`src/rtl/pixie_dma_scheduler.sv`:
```
// Display DMA scheduler for a CDP1861-style video path: machine-cycle line/frame
// timebase, per-line DMA-out bursts into an 8-byte line buffer, INT and EFx.
//
// state | meaning
// IDLE  | no burst on this line
// WAIT  | active line, waiting for the DMA start cycle
// REQ   | DMAO asserted, collecting acknowledges
// DONE  | burst finished or abandoned, waiting for the next line
module pixie_dma_scheduler #(
    parameter int CYCLES_PER_LINE = 14,
    parameter int LINES_PER_FRAME = 262,
    parameter int START_LINE      = 64,
    parameter int ACTIVE_LINES    = 128,
    parameter int INT_LINE        = 62,
    parameter int BYTES_PER_LINE  = 8,
    parameter int DMA_START_CYCLE = 2,
    parameter int DMA_DEADLINE    = 12
) (
    input  logic       clk,
    input  logic       reset,
    input  logic       clk_enable,
    input  logic [1:0] SC,
    input  logic       disp_on,
    input  logic       disp_off,
    input  logic [7:0] data_in,
    output logic       DMAO,
    output logic       INT,
    output logic       EFx,
    output logic       wr_en,
    output logic [2:0] wr_addr,
    output logic [7:0] wr_data,
    output logic       line_start,
    output logic       frame_start,
    output logic [3:0] h_count,
    output logic [8:0] v_count,
    output logic       burst_error
);

    localparam logic [3:0] H_LAST    = 4'(CYCLES_PER_LINE - 1);
    localparam logic [3:0] H_DMA     = 4'(DMA_START_CYCLE);
    localparam logic [3:0] H_DEAD    = 4'(DMA_DEADLINE);
    localparam logic [8:0] V_LAST    = 9'(LINES_PER_FRAME - 1);
    localparam logic [8:0] V_START   = 9'(START_LINE);
    localparam logic [8:0] V_END     = 9'(START_LINE + ACTIVE_LINES);
    localparam logic [8:0] V_INT     = 9'(INT_LINE);
    localparam logic [8:0] V_INT_CLR = 9'(INT_LINE + 2);
    localparam logic [3:0] N_BYTES   = 4'(BYTES_PER_LINE);

    typedef enum logic [1:0] {S_IDLE, S_WAIT, S_REQ, S_DONE} state_t;

    state_t     state_q, state_n;
    logic [3:0] byte_cnt, byte_cnt_n, cnt_inc;
    logic [3:0] h_n;
    logic [8:0] v_n;
    logic       h_wrap, v_wrap;
    logic       disp_en, disp_en_n;
    logic       line_enable, line_enable_n;
    logic       active_n;
    logic       int_q, int_n;
    logic       ack;
    logic       wr_en_n, err_n;

    assign h_wrap  = (h_count == H_LAST);
    assign v_wrap  = (v_count == V_LAST);
    assign ack     = clk_enable && (state_q == S_REQ) && (SC == 2'b10);
    assign cnt_inc = byte_cnt + 4'd1;

    always_comb begin
        h_n           = h_count;
        v_n           = v_count;
        disp_en_n     = disp_en;
        line_enable_n = line_enable;
        int_n         = int_q;
        if (clk_enable) begin
            h_n = h_wrap ? 4'd0 : h_count + 4'd1;
            if (h_wrap) v_n = v_wrap ? 9'd0 : v_count + 9'd1;
            if (disp_on)       disp_en_n = 1'b1;
            else if (disp_off) disp_en_n = 1'b0;
            // The strobe only reaches the burst logic at a line boundary.
            if (h_wrap) line_enable_n = disp_en_n;
            if (SC == 2'b11) int_n = 1'b0;
            if (h_wrap && v_n == V_INT_CLR) int_n = 1'b0;
            if (h_wrap && v_n == V_INT && line_enable_n) int_n = 1'b1;
            if (!disp_en_n) int_n = 1'b0;
        end
    end

    assign active_n = (v_n >= V_START) && (v_n < V_END) && line_enable_n;

    always_comb begin
        state_n    = state_q;
        byte_cnt_n = byte_cnt;
        wr_en_n    = 1'b0;
        err_n      = 1'b0;
        if (clk_enable) begin
            case (state_q)
                S_IDLE, S_DONE: begin
                    if (h_wrap) begin
                        state_n    = active_n ? S_WAIT : S_IDLE;
                        byte_cnt_n = 4'd0;
                    end
                end
                S_WAIT: begin
                    if (h_n == H_DMA) state_n = S_REQ;
                end
                S_REQ: begin
                    if (ack) begin
                        wr_en_n    = 1'b1;
                        byte_cnt_n = cnt_inc;
                        if (cnt_inc == N_BYTES) state_n = S_DONE;
                    end
                    if (state_n == S_REQ && h_n == H_DEAD) begin
                        state_n = S_DONE;
                        err_n   = 1'b1;
                    end
                end
                default: state_n = S_IDLE;
            endcase
        end
    end

    always_ff @(posedge clk) begin
        if (reset) begin
            state_q     <= S_IDLE;
            byte_cnt    <= 4'd0;
            h_count     <= 4'd0;
            v_count     <= 9'd0;
            disp_en     <= 1'b0;
            line_enable <= 1'b0;
            int_q       <= 1'b0;
            wr_en       <= 1'b0;
            wr_addr     <= 3'd0;
            wr_data     <= 8'd0;
            line_start  <= 1'b0;
            frame_start <= 1'b0;
            burst_error <= 1'b0;
        end else begin
            state_q     <= state_n;
            byte_cnt    <= byte_cnt_n;
            h_count     <= h_n;
            v_count     <= v_n;
            disp_en     <= disp_en_n;
            line_enable <= line_enable_n;
            int_q       <= int_n;
            wr_en       <= wr_en_n;
            burst_error <= err_n;
            line_start  <= clk_enable && h_wrap;
            frame_start <= clk_enable && h_wrap && v_wrap;
            if (wr_en_n) begin
                wr_addr <= byte_cnt[2:0];
                wr_data <= data_in;
            end
        end
    end

    assign DMAO = (state_q != S_REQ);
    assign INT  = int_q;
    assign EFx  = !(((v_count >= V_START - 9'd4) && (v_count < V_START)) ||
                    ((v_count >= V_END - 9'd4) && (v_count < V_END)));

endmodule
```
`config.mk`:
```
export PLATFORM = sky130hd
export DESIGN_NAME = pixie_dma_scheduler
export DESIGN_NICKNAME = d
export VERILOG_FILES = /design/src/rtl/pixie_dma_scheduler.sv
export SDC_FILE = /design/constraint.sdc
export NUM_CORES = 1
export LEC_CHECK = 0
export CORE_MARGIN = 10
export CORE_UTILIZATION = 59
export DETAILED_ROUTE_END_ITERATION = 8
export DONT_BUFFER_PORTS = 1
export PLACE_DENSITY = 0.81
export SLEW_MARGIN = 0
export SYNTH_ARGS = -nofsm -noshare
export SYNTH_HDL_FRONTEND = slang
export SYNTH_SLANG_ARGS = --single-unit
```
`constraint.sdc`:
```
create_clock -name clk -period 4.5 [get_ports clk]
set_input_delay 1.125 -clock clk [delete_from_list [all_inputs] [get_ports clk]]
set_output_delay 1.125 -clock clk [all_outputs]
set_load 0.03 [all_outputs]
```
==> reports/results.ini, run 1 <==
[status]
outcome=completed

[sta]
skew_ns=0.0179
finalSetupTns_ns=0
fin_crit_ns=2.93
maxSlewHeadroom_pct=54.6
slew_violations=0
hold_violations=0
worst_slew_pin_slew_ns=0.680
setup_viol=0
max_freq_ghz=0.341
finalCritPeriodShare_pct=65.1
rsz0062_at_grt=no

[synthesis]
yosys_warnings=0
synth_fp_nets=271
synth-edff-count=0
avgSynthCellArea_um2=7.86
synth_ff_type=dfxtp_1
synth_seq_cells=37
synthesis.area_um2=1970
async_reset_ff_share_pct=0
synth.distinct_cells=46
ys_seq_area_share_pct=37.7
syn_inst=250

[floorplan]
dieArea_um2=6040
initial_core_util_pct=62.8
die_w_um=77.7
coreArea_um2=3130
row_count=20
die_y_um=77.7
ioPinCount=46

[global_routing]
gr-usage-all-layers_pct=14.5
grt_overflow_total=0
grt_max_degree=37
antenna_found_initial=0
grt_pass1_vias=1502
grt_pass1_wl_mm=7.41

[pwr]
p_seq_share_pct=58.7
clock_power_share_pct=39.4
switching_share_pct=22.1
leakage_nw=0.703
power_density_nw_per_um2=290
peakVddDrop_v=0.000167
combPwrFrac_pct=1.9
p_int_mw=0.453
switchingPower_mw=0.129

[setup_path]
cp-start-kind=flop
r2r_setup_slack_ns=1.93
crit_type=flop to output port
worst_r2r_endpoint=state_q[0]$_SDFFE_PP0P_
end_kind=output port
cp_data_arrival_time_ns=1.81
r2r-start=v_count[0]$_SDFF_PP0_
worstPathRequired_ns=3.38
path_max_fanout=10
reg2reg_depth=7

[min_path]
hold_depth=2
min_from=byte_cnt[3]$_SDFFE_PP0P_
holdPathEnd=byte_cnt[3]$_SDFFE_PP0P_
hold_path.class=flop to flop

[clock_tree]
postCtsSetupBuffers=0
clk_root_buffer_cell=clkbuf_4
clk_path_buf_depth=2
htree_levels=2
cts_buffers=5
cts.sinks=37
ctsResizeCount=0
hold_buffers=0
clk_latency_ns=0.33
cts_tree=done
cts.reportedPaths.clkPinSlew_ns=0.12

[placement]
gp_congestion=0.890
hpwl_mm=3.20
portBuffers=0

[cells_and_area]
seq_area_um2=741
nFillCells=270
layout.nets=260
final_cell_mix=nand2_1 (46), dfxtp_1 (37), a21oi_1 (26), nor2_1 (25), inv_1 (9)
finish.utilization_pct=64.2
drive_gt1_share_pct=6.67
layout_commonest_cell=nand2_1
multiInputGateArea_um2=1090
syn2layout_area_growth_pct=2.23
diodes=0

[run]
cap_violations=0

[route]
ant_nets=0
vias_per_cell=5.85
drt_wl_total_mm=4.45
dr.pass1.iters=4
wl_per_cell_um=15.7
drc=0
drt-initial-drc-count=153
vias=1660

[Yosys cell counts (2+ instances only)]
cell type | n | area [um2]
a21oi_1 | 26 | 130
and2_1 | 2 | 12.5
and3_1 | 2 | 12.5
buf_2 | 6 | 30.0
buf_4 | 2 | 15.0
buf_6 | 2 | 22.5
clkbuf_1 | 8 | 30.0
dfxtp_1 | 37 | 741
ha_1 | 6 | 75.1
inv_1 | 9 | 33.8
mux2i_1 | 2 | 20.0
nand2_1 | 46 | 173
nand3_1 | 7 | 35.0
nand3b_1 | 3 | 22.5
nand4_1 | 4 | 25.0
nand4b_1 | 5 | 43.8
nor2_1 | 25 | 93.8
nor3_1 | 7 | 35.0
nor3b_1 | 2 | 15.0
nor4_1 | 3 | 18.8
o21ai_0 | 8 | 40.0
or3_1 | 5 | 31.3
xnor2_1 | 6 | 52.6
xor2_1 | 5 | 43.8
[registers in the layout, indices dropped and copies added (netlist names)]
name,count
disp_en,1
wr_data,8
line_enable,1
v_count,9
state_q,2
wr_en,1
wr_addr,3
h_count,4
line_start,1
byte_cnt,4
INT,1
frame_start,1
burst_error,1
[final cells by class]
class                      instances  area share [%]
timing repair buffer               1           0.374
inverter                           9            1.68
clock buffer                       5            1.87
clock inverter                     3            2.30
tap                               44            2.74
sequential                        37            36.9
multi-input combinational        185            54.2
[worst max-delay path by stage]
stage                           from                 endpoint  slack, ns  depth (start not counted)
2_1_floorplan             clk_enable  state_q[0]$_SDFFE_PP0P_       1.85                          7
3_3_place_gp              clk_enable  state_q[0]$_SDFFE_PP0P_       1.89                          6
3_5_place_dp              clk_enable  state_q[0]$_SDFFE_PP0P_       1.88                          6
4_1_cts        v_count[4]$_SDFF_PP0_                      EFx       1.55                          2
5_1_grt        v_count[4]$_SDFF_PP0_                      EFx       1.46                          2
6_report       v_count[2]$_SDFF_PP0_                      EFx       1.57                          2
[metal layers]
layer  vias to the layer above  track usage, %  routed length [um]  share of wire (%)
li1                        841               -                   -                  -
met1                       751            18.3                1980                 44
met2                        62            22.5                2000                 45
met3                         6            5.41                 416                9.4
met4                         0            3.65                  46                1.0
met5                         -               0                   0                  0
[per-stage QoR]
stage	cell area (um2)	instances	setup slack, ns	total power, mW	hold WS (ns)
CTS	2010	284	1.55	0.587	0.474
finish	2010	284	1.57	0.582	0.475
global route	2010	284	1.46	0.602	0.508
detailed placement	1930	276	1.88	0.360	0.457
floorplan	1970	250	1.85	0.367	0.440
global placement	1930	276	1.89	0.360	0.446
[power by group through the flow]
stage / combinational, mW / sequential, mW / clock (mW)
2_1_floorplan: 0.0231 / 0.344 / 0
3_5_place_dp: 0.0107 / 0.350 / 0
5_1_grt: 0.0127 / 0.344 / 0.246
4_1_cts: 0.0110 / 0.342 / 0.234
6_report: 0.0110 / 0.342 / 0.229
3_3_place_gp: 0.0105 / 0.349 / 0
[critical path: stages (launching register included)]
cell and delay, ns:
dfxtp_1 0.72, nand4_1 0.23, or3_1 0.52
[logic make-up after synthesis]
family / after synthesis / synth area share [%]
and+or+nand+nor: 119 / 30.7
xor gates and xnor gates: 11 / 4.90
buffers and inverters: 28 / 6.94
adders and majority gates: 6 / 3.82
muxes: 2 / 1.02
AOI/OAI and AO/OA: 47 / 14.9
DFF: 37 / 37.7
Power figures use the tool's default switching activity.
==> run 2, diff against run 1 <==
--- a/config.mk
+++ b/config.mk
@@ -6,10 +6,10 @@
 export NUM_CORES = 1
 export LEC_CHECK = 0
 export CORE_MARGIN = 10
-export CORE_UTILIZATION = 59
+export CORE_UTILIZATION = 56
 export DETAILED_ROUTE_END_ITERATION = 8
 export DONT_BUFFER_PORTS = 1
-export PLACE_DENSITY = 0.81
+export PLACE_DENSITY = 0.8
 export SLEW_MARGIN = 0
 export SYNTH_ARGS = -nofsm -noshare
 export SYNTH_HDL_FRONTEND = slang
==> constraint.sdc (replaced) <==
create_clock -name clk -period 2.4 [get_ports clk]
set_input_delay 0.6 -clock clk [delete_from_list [all_inputs] [get_ports clk]]
set_output_delay 0.6 -clock clk [all_outputs]
set_load 0.03 [all_outputs]
==> reports/results.ini, run 2 (synthesis results as in run 1) <==
[status]
outcome=completed

[cells_and_area]
layout.nets=277  ; +6.5%
layout_commonest_cell=nand2_1
largest_reg_flops=9  ; unchanged
drive_gt1_share_pct=12.5  ; +5.9 points
diodes=0  ; unchanged
final_cell_mix=nand2_1 (46), dfxtp_1 (37), a21oi_1 (26), nor2_1 (25), buf_4 (18)
finish.utilization_pct=62.5  ; -1.7 points
syn2layout_area_growth_pct=7.00
top_register=v_count
top_regs=v_count (9), wr_data (8)
fin_cells=301  ; +6.0%

[floorplan]
die_y_um=79.2  ; +2.0%
initial_core_util_pct=58.4  ; -4.4 points
die_w_um=79.2  ; +2.0%
row_count=21  ; +5.0%
dieArea_um2=6280  ; +4.0%
ioPinCount=46  ; unchanged
coreArea_um2=3360  ; +7.5%

[clock_tree]
cts.sinks=37  ; unchanged
cts.reportedPaths.clkPinSlew_ns=0.10  ; -0.02 ns
ctsResizeCount=0  ; unchanged
cts_tree=done
clk_latency_ns=0.34  ; about the same
cts_buffers=5  ; unchanged
postCtsSetupBuffers=0  ; unchanged
clk_root_buffer_cell=clkbuf_4
hold_buffers=0  ; unchanged
htree_levels=2  ; unchanged
clk_path_buf_depth=2  ; unchanged

[setup_path]
cp_data_arrival_time_ns=1.59  ; -0.22 ns
path_delay_family=simple AND/OR/NAND/NOR gates
path_buf_inv=0  ; unchanged
end_kind=output port
crit_type=flop to output port
worstPathRequired_ns=1.80  ; -1.58 ns
path_max_fanout=10  ; unchanged
worstPathCellList=nand4_1 -> or3_1
cp-start-kind=flop
crit_cells=2  ; unchanged
cp_slowest_cell=dfxtp_1
slowest_delay_ns=0.52  ; -0.20 ns
reg2reg_depth=6  ; -1

[sta]
finalSetupTns_ns=0  ; unchanged
skew_ns=0.0100  ; -0.00792 ns
maxSlewHeadroom_pct=64.4  ; +9.8 points
rsz0062_at_grt=no
finalCritPeriodShare_pct=91.1
worst_slew_pin_slew_ns=0.531  ; -0.148 ns
max_freq_ghz=0.458
fin_crit_ns=2.19
slew_violations=0  ; unchanged
hold_violations=0  ; unchanged
setup_viol=0  ; unchanged

[route]
vias=1750  ; +5.4%
dr.pass1.iters=5  ; +1
drt-initial-drc-count=91  ; -41%
drt_wl_total_mm=4.81  ; +8.1%
vias_per_cell=5.81  ; -0.53%
drc=0  ; unchanged
wl_per_cell_um=16.0  ; +2.0%
ant_nets=0  ; unchanged

[placement]
portBuffers=0  ; unchanged
dp_cells=295  ; +6.9%
gp_congestion=0.893  ; +0.40%
hpwl_mm=3.57  ; +11%

[pwr]
power.total_mw=0.962  ; +65%
leakage_nw=0.779  ; +11%
power_density_nw_per_um2=457  ; +58%
peakVddDrop_v=0.000307  ; +85%

[min_path]
hold_path.class=primary input to flop
hold_depth=1  ; -1

[global_routing]
antenna_found_initial=0  ; unchanged
grt_max_degree=37  ; unchanged
grt_pass1_wl_mm=7.66  ; +3.4%
grt_pass1_vias=1606  ; +6.9%
grt_overflow_total=0  ; unchanged
gr-usage-all-layers_pct=15.0  ; +0.58 points

[run]
cap_violations=0  ; unchanged

-- run 2: metal layers --
layer,part of all wire [%],GRT usage (%),vias up
li1,-,-,865
met1,43,18.9,818
met2,46,21.5,57
met3,9.8,6.53,10
met4,1.5,6.99,0
met5,0,0,-
-- run 2: path summary, 6_finish.rpt --
check / slack (ns) / to / startpoint
min reg2reg: 0.46 / byte_cnt[3]$_SDFFE_PP0P_ / byte_cnt[3]$_SDFFE_PP0P_
min: 0.31 / h_count[1]$_SDFF_PP0_ / reset
max: 0.21 / EFx / v_count[2]$_SDFF_PP0_
max reg2reg: 0.30 / state_q[0]$_SDFFE_PP0P_ / h_count[3]$_SDFF_PP0_
-- run 2: cell type report --
class / count / area, um2
clock inverters: 1 / 5.00
flip-flops and latches: 37 / 741
fillers: 336 / 1260
repair buffers: 18 / 135
inverters: 9 / 33.8
multi-input cells: 185 / 1090
clock buffers: 5 / 37.5
well taps: 46 / 57.6
-- run 2: per-stage QoR --
| stage | instance area, um2 | hold WS (ns) | setup WS, ns |
|---|---|---|---|
| global placement | 2060 | 0.446 | 0.348 |
| floorplan | 1970 | 0.440 | 0.141 |
| global route | 2100 | 0.299 | 0.138 |
| CTS | 2100 | 0.312 | 0.215 |
| finish | 2100 | 0.312 | 0.214 |
| detailed placement | 2060 | 0.451 | 0.308 |
-- run 2: power breakdown --
part | internal (mW) | switching, mW
logic | 0.0175 | 0.0254
registers | 0.619 | 0.00941
clock network | 0.102 | 0.189
total | 0.738 | 0.224
